### src/rtl/adder_share_sched.sv
// One registered adder shared by NREQ requesters through a round-robin grant,
// feeding an ADD_LAT-stage pipeline that returns tagged sums with backpressure.
module adder_share_sched #(
   parameter int WIDTH   = 10,
   parameter int NREQ    = 4,
   parameter int ADD_LAT = 2,
   parameter int IDW     = 2
) (
   input  logic                  clk,
   input  logic                  rst,
   input  logic [NREQ-1:0]       req_valid,
   output logic [NREQ-1:0]       req_ready,
   input  logic [NREQ*WIDTH-1:0] req_a,
   input  logic [NREQ*WIDTH-1:0] req_b,
   output logic                  rsp_valid,
   input  logic                  rsp_ready,
   output logic [IDW-1:0]        rsp_id,
   output logic [WIDTH-1:0]      rsp_sum,
   output logic                  rsp_carry,
   output logic [15:0]           stall_cnt
);

   // Pipeline stages; r_sum carries the carry-out in its top bit.
   logic             r_valid [ADD_LAT];
   logic [IDW-1:0]   r_id    [ADD_LAT];
   logic [WIDTH:0]   r_sum   [ADD_LAT];
   logic [IDW-1:0]   r_ptr;
   logic [15:0]      r_stall_cnt;

   logic             w_stall;
   logic             w_found;
   logic             w_grant;
   logic [IDW-1:0]   w_scan;
   logic [IDW-1:0]   w_gnt_idx;
   logic [WIDTH-1:0] w_a;
   logic [WIDTH-1:0] w_b;
   logic [WIDTH:0]   w_sum;

   assign w_stall = r_valid[ADD_LAT-1] & ~rsp_ready;

   // NOTE: combinational blocks use blocking '=' and assign every output a
   // default first, so no path leaves a signal unassigned and no latch appears.
   always_comb begin
      w_found   = 1'b0;
      w_scan    = '0;
      w_gnt_idx = '0;
      for (int k = 0; k < NREQ; k++) begin
         w_scan = IDW'((32'(r_ptr) + 32'(k)) % NREQ);
         if (!w_found && req_valid[w_scan]) begin
            w_found   = 1'b1;
            w_gnt_idx = w_scan;
         end
      end
   end

   assign w_grant = w_found & ~w_stall & ~rst;

   always_comb begin
      req_ready = '0;
      if (w_grant) req_ready[w_gnt_idx] = 1'b1;
   end

   assign w_a   = req_a[w_gnt_idx*WIDTH +: WIDTH];
   assign w_b   = req_b[w_gnt_idx*WIDTH +: WIDTH];
   assign w_sum = {1'b0, w_a} + {1'b0, w_b};

   // NOTE: sequential state uses non-blocking '<=' only. Data registers are
   // reset alongside the valid bits so the response fields never show X.
   always_ff @(posedge clk) begin
      if (rst) begin
         for (int k = 0; k < ADD_LAT; k++) begin
            r_valid[k] <= 1'b0;
            r_id[k]    <= '0;
            r_sum[k]   <= '0;
         end
         r_ptr       <= '0;
         r_stall_cnt <= '0;
      end else begin
         if (w_stall && r_stall_cnt != 16'hFFFF)
            r_stall_cnt <= r_stall_cnt + 16'd1;
         if (!w_stall) begin
            r_valid[0] <= w_grant;
            if (w_grant) begin
               r_id[0]  <= w_gnt_idx;
               r_sum[0] <= w_sum;
               r_ptr    <= IDW'((32'(w_gnt_idx) + 32'd1) % NREQ);
            end
            // Payload only moves with a valid entry, so bubbles leave the last value in place.
            for (int k = 1; k < ADD_LAT; k++) begin
               r_valid[k] <= r_valid[k-1];
               if (r_valid[k-1]) begin
                  r_id[k]  <= r_id[k-1];
                  r_sum[k] <= r_sum[k-1];
               end
            end
         end
      end
   end

   assign rsp_valid = r_valid[ADD_LAT-1];
   assign rsp_id    = r_id[ADD_LAT-1];
   assign rsp_sum   = r_sum[ADD_LAT-1][WIDTH-1:0];
   assign rsp_carry = r_sum[ADD_LAT-1][WIDTH];
   assign stall_cnt = r_stall_cnt;

endmodule

### config.mk
export PLATFORM = sky130hd
export DESIGN_NAME = adder_share_sched
export DESIGN_NICKNAME = d
export VERILOG_FILES = /design/src/rtl/adder_share_sched.sv
export SDC_FILE = /design/constraint.sdc
export NUM_CORES = 1
export LEC_CHECK = 0
export BUFFER_PORTS_ARGS = -buffer_cell sky130_fd_sc_hd__buf_2
export CORE_UTILIZATION = 40
export CTS_CLUSTER_SIZE = 14
export DETAILED_ROUTE_END_ITERATION = 6
export PLACE_DENSITY = 0.66
export SYNTH_ARGS = -nofsm -noshare
export SYNTH_HDL_FRONTEND = slang
export SYNTH_SLANG_ARGS = --single-unit
### constraint.sdc
create_clock -name clk -period 3.83 [get_ports clk]
set_clock_uncertainty 0.05 [all_clocks]
set_input_delay 0.1915 -clock clk [delete_from_list [all_inputs] [get_ports clk]]
set_output_delay 0.1915 -clock clk [all_outputs]
set_load 0.03 [all_outputs]
==> flow_metrics.tcl <==
set metrics [dict create \
    cp_max_fo 31 \
    ctsHoldBuffers 0 \
    initial_utilization_pct 41.7 \
    maxCapViolations 0 \
    dp_hpwl_um 5270 \
    required_ns 3.81 \
    remaining_drc_errors 0 \
    postRouteAntennaNets 0 \
    grt_pass1_wl_um 10800 \
    startpoint "r_ptr[1]" \
    slew_headroom_pct 28.3 \
    cts_buffers 5 \
    finalSetupViolations 0 \
    grt_busiest_layer "met2" \
    syn_nets 415 \
    place_congestion 0.816 \
    end_kind "flip-flop" \
    fmax_ghz 0.285 \
    power.leakage_nw 1.84 \
    min_path_cells 2 \
    via_per_inst 4.97 \
    vdd_drop_max_mv 0.178 \
    crit_path_end "r_sum[0][8]" \
    r2r_end "r_sum[0][8]" \
    num_io_pins 121 \
    yosys-top-cells-area "edfxtp_1 26%, mux2i_1 19%, dfxtp_1 11%, ha_1 5.8%, and2_1 3.8%" \
    synthCells 312 \
    die_h_um 92.3 \
    regToRegStartpoint "r_ptr[1]" \
    reg2reg_slack_ns 0.32 \
    r2r_cells 13 \
    post-route-util_pct 50.5 \
    fp-row-count 32 \
    final.period_utilization_pct 91.7 \
    drive_gt1_share_pct 34.6 \
    port_buffers 120 \
    routed_wl_um 6580 \
    final_area_um2 3940 \
    dieArea_um2 8510 \
    syn-cell-area_um2 3260 \
    nets 524 \
    worstMarginPinSlew_ns 1.07 \
    grtUsageTotal_pct 15.9 \
    p_per_area_nw_per_um2 423 \
    grt_max_degree 32 \
    synthFlopType "edfxtp_1" \
    drv_slew 0 \
    avgSynthCellArea_um2 10.4 \
    avgRoutedWirePerCell_um 12.6 \
    synth_top_cell_area_share_pct 25.8 \
    drtPass1Iterations 4 \
    yosys_warnings 0 \
    yosysSeqAreaShare_pct 36.9 \
    grt-ovfl-total 0 \
    setup.worst_path.start_class "flip-flop" \
    clk_pin_slew_ns 0.08 \
    period_needed_ns 3.51 \
    async_flop_share_pct 0 \
    clk_latency_ns 0.29 \
    grt_use_met2_pct 27.0 \
    n_fill_cell 735 \
    met1_usage_pct 20.1 \
    cts.sinks 46 \
    fin_cells 524 \
    antenna_found_initial 0 \
    hp-class "in2reg" \
    ys_ff_latch 46 \
    timing.hold.ws_ns 0.211 \
    critPathArrivalTime_ns 3.50 \
    grt_setup_unrepaired "false" \
    final_hold_viol_count 0 \
    crit_type "reg2reg" \
    hold_start "rst" \
    status "completed" \
    core_area_um2 7810 \
    vias 2603 \
    syn_to_final_growth_pct 21.0 \
    htree_levels 2 \
    num_antenna_cells 0 \
    dpl-instance-area_um2 3830 \
    grt_pass1_vias 2443 \
    yosysTopAreaCell "edfxtp_1" \
    synth.distinct_cells 45 \
    die_w_um 92.3 \
    cts_root_buffer "clkbuf_8" \
    synth_edf_count 28 \
    placed_cells 514 \
    met3_usage_pct 2.90 \
    clk_path_buf_depth 2 \
    drtIter0Drc 109 \
    cts_tree "built" \
    finalSetupTns_ns 0 \
]
[state kept, by name, summed over array words and instances, names as in the netlist]
signal     count
r_sum         22
stall_cnt     16
r_id           4
r_ptr          2
r_valid        2
[power breakdown]
part / internal (mW) / total (mW) / switching [mW] / leakage, nW
clock: 0.125 / 0.283 / 0.158 / 0.0416
combinational: 0.322 / 0.732 / 0.410 / 1.34
sequential: 0.630 / 0.654 / 0.0239 / 0.457
total: 1.08 / 1.67 / 0.592 / 1.84
[synthesized netlist by cell type, types with 3 or more instances]
library cell,number
a211oi_1,4
a21oi_1,7
and2_1,20
and3_1,4
buf_4,15
buf_6,5
clkbuf_1,3
dfxtp_1,18
edfxtp_1,28
ha_1,15
inv_1,8
mux2i_1,61
nand2_1,10
nand3_1,7
nand4_1,7
nor2_1,27
nor2b_1,3
nor3_1,12
o211ai_1,4
o21ai_0,8
xnor2_1,6
xor2_1,10
[area by class of cell]
type	instances	area [um^2]	area share [%]
clock buffer	5	68.8	1.74
clock inverter	3	16.3	0.412
inverter	8	30.0	0.761
multi-input combinational	234	1840	46.7
sequential	46	1200	30.5
tap	102	128	3.24
timing repair buffer	126	658	16.7
[metal layers]
metal / share of wire (%) / routed length (um)
met1: 45 / 2990
met2: 48 / 3140
met4: 1.5 / 99
met5: 0 / 0
met3: 5.5 / 359
[cells in the final DEF (no fill, tap or decap), drive strengths merged, types with 3 or more instances in the layout]
cell and count:
a211oi 4, nand2b 3, nand4 7, xnor2 6, and3 4, inv 8, nor3 12, nand3 7
and2 20, mux2i 61, nor2b 3, xor2 10, dfxtp 18, buf 126, o21ai 9, a21oi 8
clkbuf 5, ha 15, nand2 10, edfxtp 28, o211ai 4, nor2 27
[repair_timing]
item | CTS | global route
endpoints found under the hold margin | 0 | 0
setup buffers | 0 | 2
endpoints found under the setup margin | 0 | 4
resized for setup | 0 | 0
[how the worst min path moves through the flow]
stage	slack, ns	to
6_report	0.21	stall_cnt[12]
5_1_grt	0.22	stall_cnt[12]
4_1_cts	0.20	stall_cnt[12]
3_5_place_dp	0.45	r_sum[0][14]
3_3_place_gp	0.45	r_sum[0][18]
2_1_floorplan	0.42	r_ptr[1]
[per-stage QoR]
stage	setup WS, ns	power [mW]
2_1_floorplan	0.560	1.25
3_3_place_gp	0.362	1.38
3_5_place_dp	0.183	1.39
4_1_cts	0.161	1.67
5_1_grt	0.0383	1.79
6_report	0.318	1.67
[cells by family (layout without fill, tap and decap cells)]
family          Yosys count  count (layout)  share of synthesized area [%]
fa+ha+maj                16              16                           6.37
xor+xnor                 16              16                           4.30
compound gates           37              37                           8.64
mux                      63              63                           19.4
flops                    46              46                           36.9
buf+inv                  32             142                           6.61
simple gates            102             102                           17.8
[critical path, stage by stage (launching register included)]
cell and delay, ns:
dfxtp_1 0.40, a21oi_2 0.18, o21ai_2 0.07, o2bb2a_4 0.54, mux2i_1 0.16, mux2i_1 0.19
ha_1 0.22, inv_1 0.06, fa_1 0.38, nor2b_1 0.17, o21ai_0 0.17, a211oi_1 0.41
o21a_1 0.20, nor3_1 0.05
No activity file was read; power rests on OpenSTA's default activity.
